===== src/rtl/alu_sequencer.sv =====
// -----------------------------------------------------------------------------
// alu_sequencer
// Sequences one ALU operation per start request. The sequencer latches the
// opcode and operands, presents them to an external combinational ALU, and
// waits a programmable number of cycles for multiply/divide. It then captures
// the 64-bit result and pulses the matching write strobe together with done.
//
// Build option:
//   ALU_SEQ_HILO_EN  defined   -> mul/div write back low word (lo_we), then
//                                 high word (hi_we, done).
//                    undefined -> mul/div write back the low word only
//                                 (rc_we, done), and hi_we is constant 0.
//
// Parameter:
//   MULDIV_WAIT  wait cycles granted to mul/div before capture (1..15)
//
// Ports:
//   clk                 rising-edge clock
//   clear               synchronous active-high reset
//   start               operation request, honoured only in IDLE
//   op[4:0]             opcode (ALU encoding)
//   a, b[31:0]          operand A (to Y) and operand B
//   alu_opcode[4:0]     opcode to ALU (nop outside EXEC/WAIT/CAPTURE)
//   alu_RY, alu_RB      latched operands to ALU
//   alu_RC[63:0]        ALU result
//   result_lo/hi[31:0]  captured result words
//   rc_we/lo_we/hi_we   write strobes
//   done/busy/halted/illegal  status
// -----------------------------------------------------------------------------
module alu_sequencer #(
  parameter int unsigned MULDIV_WAIT = 2
) (
  input  logic        clk,
  input  logic        clear,
  input  logic        start,
  input  logic [4:0]  op,
  input  logic [31:0] a,
  input  logic [31:0] b,
  output logic [4:0]  alu_opcode,
  output logic [31:0] alu_RY,
  output logic [31:0] alu_RB,
  input  logic [63:0] alu_RC,
  output logic [31:0] result_lo,
  output logic [31:0] result_hi,
  output logic        rc_we,
  output logic        lo_we,
  output logic        hi_we,
  output logic        done,
  output logic        busy,
  output logic        halted,
  output logic        illegal
);

  localparam logic [4:0] OP_MUL     = 5'b01110;
  localparam logic [4:0] OP_DIV     = 5'b01111;
  localparam logic [4:0] OP_NOP     = 5'b11001;
  localparam logic [4:0] OP_HALT    = 5'b11010;
  localparam logic [4:0] OP_ILL_MIN = 5'b11011;

  // Counter is preloaded with WAIT-1 so the WAIT state lasts exactly WAIT cycles
  localparam logic [3:0] WAIT_LOAD  = 4'(MULDIV_WAIT - 1);

  typedef enum logic [2:0] {
    S_IDLE     = 3'd0,
    S_LOAD_Y   = 3'd1,
    S_EXEC     = 3'd2,
    S_WAIT     = 3'd3,
    S_CAPTURE  = 3'd4,
    S_WRITE_LO = 3'd5,
    S_WRITE_HI = 3'd6,
    S_HALTED   = 3'd7
  } state_t;

  function automatic logic f_is_muldiv(input logic [4:0] o);
    return (o == OP_MUL) || (o == OP_DIV);
  endfunction

  // nop and the reserved opcodes both finish in LOAD_Y without touching the ALU
  function automatic logic f_is_nopish(input logic [4:0] o);
    return (o == OP_NOP) || (o >= OP_ILL_MIN);
  endfunction

  function automatic logic f_is_illegal(input logic [4:0] o);
    return (o >= OP_ILL_MIN);
  endfunction

  state_t      r_state;
  state_t      w_state_nxt;
  logic [4:0]  r_op;
  logic [4:0]  w_op_nxt;
  logic [31:0] r_y;
  logic [31:0] r_b;
  logic [63:0] r_z;
  logic [3:0]  r_cnt;

  logic [4:0]  r_alu_opcode, w_alu_opcode;
  logic        r_rc_we, w_rc_we;
  logic        r_lo_we, w_lo_we;
  logic        r_hi_we, w_hi_we;
  logic        r_done, w_done;
  logic        r_busy, w_busy;
  logic        r_halted, w_halted;
  logic        r_illegal, w_illegal;

  // State register
  always_ff @(posedge clk) begin
    if (clear) begin
      r_state <= S_IDLE;
    end else begin
      r_state <= w_state_nxt;
    end
  end

  // Next-state logic
  always_comb begin
    w_state_nxt = r_state;
    if (clear) begin
      w_state_nxt = S_IDLE;
    end else begin
      case (r_state)
        S_IDLE: begin
          if (start) w_state_nxt = S_LOAD_Y;
          else       w_state_nxt = S_IDLE;
        end
        S_LOAD_Y: begin
          if (r_op == OP_HALT)        w_state_nxt = S_HALTED;
          else if (f_is_nopish(r_op)) w_state_nxt = S_IDLE;
          else                        w_state_nxt = S_EXEC;
        end
        S_EXEC: begin
          if (f_is_muldiv(r_op)) w_state_nxt = S_WAIT;
          else                   w_state_nxt = S_CAPTURE;
        end
        S_WAIT: begin
          if (r_cnt == 4'd0) w_state_nxt = S_CAPTURE;
          else               w_state_nxt = S_WAIT;
        end
        S_CAPTURE:  w_state_nxt = S_WRITE_LO;
        S_WRITE_LO: begin
`ifdef ALU_SEQ_HILO_EN
          if (f_is_muldiv(r_op)) w_state_nxt = S_WRITE_HI;
          else                   w_state_nxt = S_IDLE;
`else
          w_state_nxt = S_IDLE;
`endif
        end
        S_WRITE_HI: w_state_nxt = S_IDLE;
        S_HALTED:   w_state_nxt = S_HALTED;
        default:    w_state_nxt = S_IDLE;
      endcase
    end
  end

  // Opcode that will be held after this edge; output decode looks one cycle ahead
  always_comb begin
    if (!clear && (r_state == S_IDLE) && start) begin
      w_op_nxt = op;
    end else begin
      w_op_nxt = r_op;
    end
  end

  // Operand latch, wait counter and result capture
  always_ff @(posedge clk) begin
    if (clear) begin
      r_op  <= OP_NOP;
      r_y   <= 32'd0;
      r_b   <= 32'd0;
      r_z   <= 64'd0;
      r_cnt <= 4'd0;
    end else begin
      if ((r_state == S_IDLE) && start) begin
        r_op <= op;
        r_y  <= a;
        r_b  <= b;
      end
      if ((r_state == S_EXEC) && f_is_muldiv(r_op)) begin
        r_cnt <= WAIT_LOAD;
      end else if ((r_state == S_WAIT) && (r_cnt != 4'd0)) begin
        r_cnt <= r_cnt - 4'd1;
      end
      if (r_state == S_CAPTURE) begin
        r_z <= alu_RC;
      end
    end
  end

  // Output decode of the upcoming state; registered below so outputs are flops
  always_comb begin
    w_alu_opcode = OP_NOP;
    w_rc_we      = 1'b0;
    w_lo_we      = 1'b0;
    w_hi_we      = 1'b0;
    w_done       = 1'b0;
    w_busy       = 1'b0;
    w_halted     = 1'b0;
    w_illegal    = 1'b0;
    case (w_state_nxt)
      S_IDLE: begin
        w_busy = 1'b0;
      end
      S_LOAD_Y: begin
        w_busy = 1'b1;
        if (f_is_nopish(w_op_nxt)) begin
          w_done    = 1'b1;
          w_illegal = f_is_illegal(w_op_nxt);
        end else begin
          w_done    = 1'b0;
        end
      end
      S_EXEC, S_WAIT, S_CAPTURE: begin
        w_busy       = 1'b1;
        w_alu_opcode = w_op_nxt;
      end
      S_WRITE_LO: begin
        w_busy = 1'b1;
`ifdef ALU_SEQ_HILO_EN
        if (f_is_muldiv(w_op_nxt)) begin
          w_lo_we = 1'b1;
        end else begin
          w_rc_we = 1'b1;
          w_done  = 1'b1;
        end
`else
        w_rc_we = 1'b1;
        w_done  = 1'b1;
`endif
      end
      S_WRITE_HI: begin
`ifdef ALU_SEQ_HILO_EN
        w_busy  = 1'b1;
        w_hi_we = 1'b1;
        w_done  = 1'b1;
`else
        w_busy  = 1'b0;
`endif
      end
      S_HALTED: begin
        w_halted = 1'b1;
      end
      default: begin
        w_busy = 1'b0;
      end
    endcase
  end

  // Output registers
  always_ff @(posedge clk) begin
    if (clear) begin
      r_alu_opcode <= OP_NOP;
      r_rc_we      <= 1'b0;
      r_lo_we      <= 1'b0;
      r_hi_we      <= 1'b0;
      r_done       <= 1'b0;
      r_busy       <= 1'b0;
      r_halted     <= 1'b0;
      r_illegal    <= 1'b0;
    end else begin
      r_alu_opcode <= w_alu_opcode;
      r_rc_we      <= w_rc_we;
      r_lo_we      <= w_lo_we;
      r_hi_we      <= w_hi_we;
      r_done       <= w_done;
      r_busy       <= w_busy;
      r_halted     <= w_halted;
      r_illegal    <= w_illegal;
    end
  end

  assign alu_opcode = r_alu_opcode;
  assign alu_RY     = r_y;
  assign alu_RB     = r_b;
  assign result_lo  = r_z[31:0];
  assign result_hi  = r_z[63:32];
  assign rc_we      = r_rc_we;
  assign lo_we      = r_lo_we;
  assign hi_we      = r_hi_we;
  assign done       = r_done;
  assign busy       = r_busy;
  assign halted     = r_halted;
  assign illegal    = r_illegal;

endmodule


===== config.mk =====
export PLATFORM = sky130hd
export DESIGN_NAME = alu_sequencer
export DESIGN_NICKNAME = d
export VERILOG_FILES = /design/src/rtl/alu_sequencer.sv
export SDC_FILE = /design/constraint.sdc
export NUM_CORES = 1
export LEC_CHECK = 0
export BUFFER_PORTS_ARGS = -buffer_cell sky130_fd_sc_hd__buf_2
export CAP_MARGIN = 20
export CORE_AREA = 2 2 143 131
export DETAILED_ROUTE_END_ITERATION = 16
export DIE_AREA = 0 0 145 133
export SYNTH_ARGS = -nofsm -noshare
export SYNTH_HDL_FRONTEND = slang
export SYNTH_SLANG_ARGS = --single-unit

===== constraint.sdc =====
create_clock -name clk -period 2.8 [get_ports clk]
set_clock_uncertainty 0.2 [all_clocks]
set_input_delay 0.28 -clock clk [delete_from_list [all_inputs] [get_ports clk]]
set_output_delay 0.28 -clock clk [all_outputs]
set_load 0.01 [all_outputs]

==> flow_metrics.tcl <==
set metrics [dict create \
    run_status "finished, final reports clean" \
    yosysSeqAreaShare 0.554 \
    drtPass1Iterations 4 \
    cts_setup_buffers 0 \
    grt_util_all_layers 0.173 \
    synth.ff_latch_count 150 \
    syn_inst 679 \
    min_from "start" \
    areaGrowthSynthToFinish_pct 65.9 \
    cts_max_path_buffers 2 \
    vias_per_cell 4.41 \
    tightest_slew_ns 0.858 \
    crit_fanout 5 \
    nNetsFinal 1206 \
    gr-max-usage-layer "met2" \
    drt_iter0_markers 247 \
    peakVddDrop_mv 0.394 \
    dp_hpwl_um 10600 \
    r2r-end "alu_opcode[2]" \
    io_pins 276 \
    numCtsBuffers 17 \
    via_count 5860 \
    r2r-start "r_cnt[0]" \
    syn_area_um2 5420 \
    drc 0 \
    rsz0062_at_grt "false" \
    synthTopCellsByCount "nand2_1 (278), dfxtp_1 (150), a21oi_1 (132)" \
    die_w_um 145 \
    cts_tree "built" \
    tns_ns 0 \
    fmax_mhz 416 \
    slew_violations 0 \
    rows 47 \
    grtUsageMet2 0.289 \
    cts_sinks 150 \
    synth_top_cell_by_area "dfxtp_1" \
    yosysMostFrequentCell "nand2_1" \
    synth-edff-count 0 \
    cp_data_arrival_time_ns 2.57 \
    grt_overflow 0 \
    startpoint_type "register" \
    fp.dieArea_um2 19300 \
    yosysWarnings 0 \
    r2r_cells 7 \
    pwr_density_cell_nw_per_um2 575 \
    h-tree-depth 4 \
    reg2reg_slack_ns 0.40 \
    grt_pass1_vias 5725 \
    grt_start_max_net_pins 79 \
    maxCapViolCount 0 \
    setup-violations-final 0 \
    grt_pass1_wl_um 27500 \
    min_to "alu_RY[18]" \
    wl_per_cell_um 12.7 \
    coreArea_um2 17900 \
    ant_nets 0 \
    yosysUniqueCellTypes 41 \
    avgSynthCellArea_um2 7.99 \
    layout_min_cycle_time_ns 2.40 \
    min_period_over_period 0.859 \
    synthTopCellsByArea "dfxtp_1 (55%), nand2_1 (19%), a21oi_1 (12%), clkbuf_1 (3.0%), a2111oi_4 (1.0%)" \
    hold_viol_final 0 \
    crit_type "register to register" \
    utilization 0.502 \
    antenna_found_initial 1 \
    slew_headroom 0.428 \
    io_buffers 273 \
    clk_pin_slew_ns 0.07 \
    cp_data_required_time_ns 2.96 \
    synth.top_cell.area_share 0.554 \
    met3_usage 0.0524 \
    leakage_nw 4.06 \
    clock_latency_ns 0.42 \
    wl_um 16900 \
    drive_gt1_frac 0.306 \
    cts_root_buffer "clkbuf_16" \
    die_y_um 133 \
    synth_flop_cell "dfxtp_1" \
    met1_usage 0.206 \
    gp_congestion 0.759 \
    finalPower_mw 5.17 \
    hold_path_depth 4 \
    end_kind "register" \
    worst_hold_path_type "input port to register" \
    synthArstFlopShare 0 \
    initial_core_util 0.302 \
]
## critical path, stage by stage (launching register included)
cell and delay [ns]:
dfxtp_1 0.32, inv_1 0.06, ha_1 0.22, or3b_4 0.26, a2111oi_4 0.07, a2111oi_2 0.58
mux2i_1 0.43, and3_1 0.21
## registers in the layout, indices dropped and copies added (netlist names)
signal / count
alu_RY: 32
alu_RB: 32
alu_opcode: 5
illegal: 1
r_op: 5
rc_we: 1
r_z: 64
r_cnt: 4
halted: 1
busy: 1
done: 1
r_state: 3
## cell type report
class / count / area, um^2
inverter: 5 / 18.8
tap: 245 / 307
timing repair buffer: 420 / 2870
clock buffer: 18 / 439
multi-input combinational: 475 / 2180
sequential: 150 / 3000
fill: 1703 / 8940
antenna: 1 / 2.50
clock inverter: 14 / 171
## through the flow
stage                     worst slack, ns  hold WS [ns]  instances  area (um^2)
after floorplan                     0.624         0.204        680         5430
after detailed placement            0.391         0.243       1160         7030
after global placement              0.414         0.238       1160         7030
after global routing                0.209         0.240       1328         9000
after CTS                           0.385         0.208       1327         9000
final                               0.395         0.209       1328         9000
## cell families (layout without fill, tap and decap cells)
| family | after synthesis | after routing | share of synthesized area |
|---|---|---|---|
| simple gates | 321 | 321 | 0.239 |
| flops | 150 | 150 | 0.554 |
| compound gates | 147 | 147 | 0.152 |
| buf+inv | 55 | 457 | 0.0455 |
| xor+xnor | 3 | 3 | 0.00485 |
| fa+ha+maj | 1 | 1 | 0.00231 |
| other cells | 1 | 3 | 0.000692 |
| mux | 1 | 1 | 0.00185 |
## power breakdown
group          switching [mW]  internal (mW)  leakage, nW
sequential             0.0375           2.20         1.22
combinational           0.260          0.309         2.54
clock                   0.930           1.44        0.305
## worst max path at each step
stage / end / slack [ns] / cells after the start / startpoint
floorplan: alu_opcode[1] / 0.62 / 8 / r_cnt[0]
global placement: alu_opcode[2] / 0.41 / 7 / r_cnt[0]
detailed placement: alu_opcode[2] / 0.39 / 7 / r_cnt[0]
CTS: alu_opcode[2] / 0.39 / 7 / r_cnt[0]
global route: alu_opcode[2] / 0.21 / 7 / r_cnt[1]
finish: alu_opcode[2] / 0.40 / 7 / r_cnt[0]
## repair_timing
item	in CTS	in global routing
hold buffers	135	0
gates resized for setup	0	0
endpoints found under the hold margin	137	0
## placed cells by master, fill, tap and decap left out, types with 3 or more instances in the layout
| cell | synthesis | final |
|---|---|---|
| nor3_1 | 6 | 6 |
| dlygate4sd3_1 | 0 | 135 |
| a21oi_1 | 132 | 132 |
| dfxtp_1 | 150 | 150 |
| clkbuf_16 | 0 | 17 |
| buf_4 | 2 | 8 |
| clkinv_4 | 0 | 3 |
| nor2_1 | 14 | 14 |
| buf_12 | 1 | 5 |
| buf_2 | 1 | 272 |
| inv_1 | 5 | 5 |
| nand2b_1 | 3 | 3 |
| nand3b_1 | 3 | 3 |
| inv_6 | 0 | 4 |
| and3_1 | 3 | 3 |
| bufinv_16 | 0 | 3 |
| nand2_1 | 278 | 276 |
| clkinv_2 | 0 | 4 |
| o21ai_0 | 4 | 4 |
## layer usage
layer / vias to the layer above / share of wire
met4: 0 / 0.026
met5: - / 0
li1: 2971 / -
met3: 37 / 0.067
met2: 201 / 0.48
met1: 2651 / 0.42
Power figures use the tool's default switching activity.
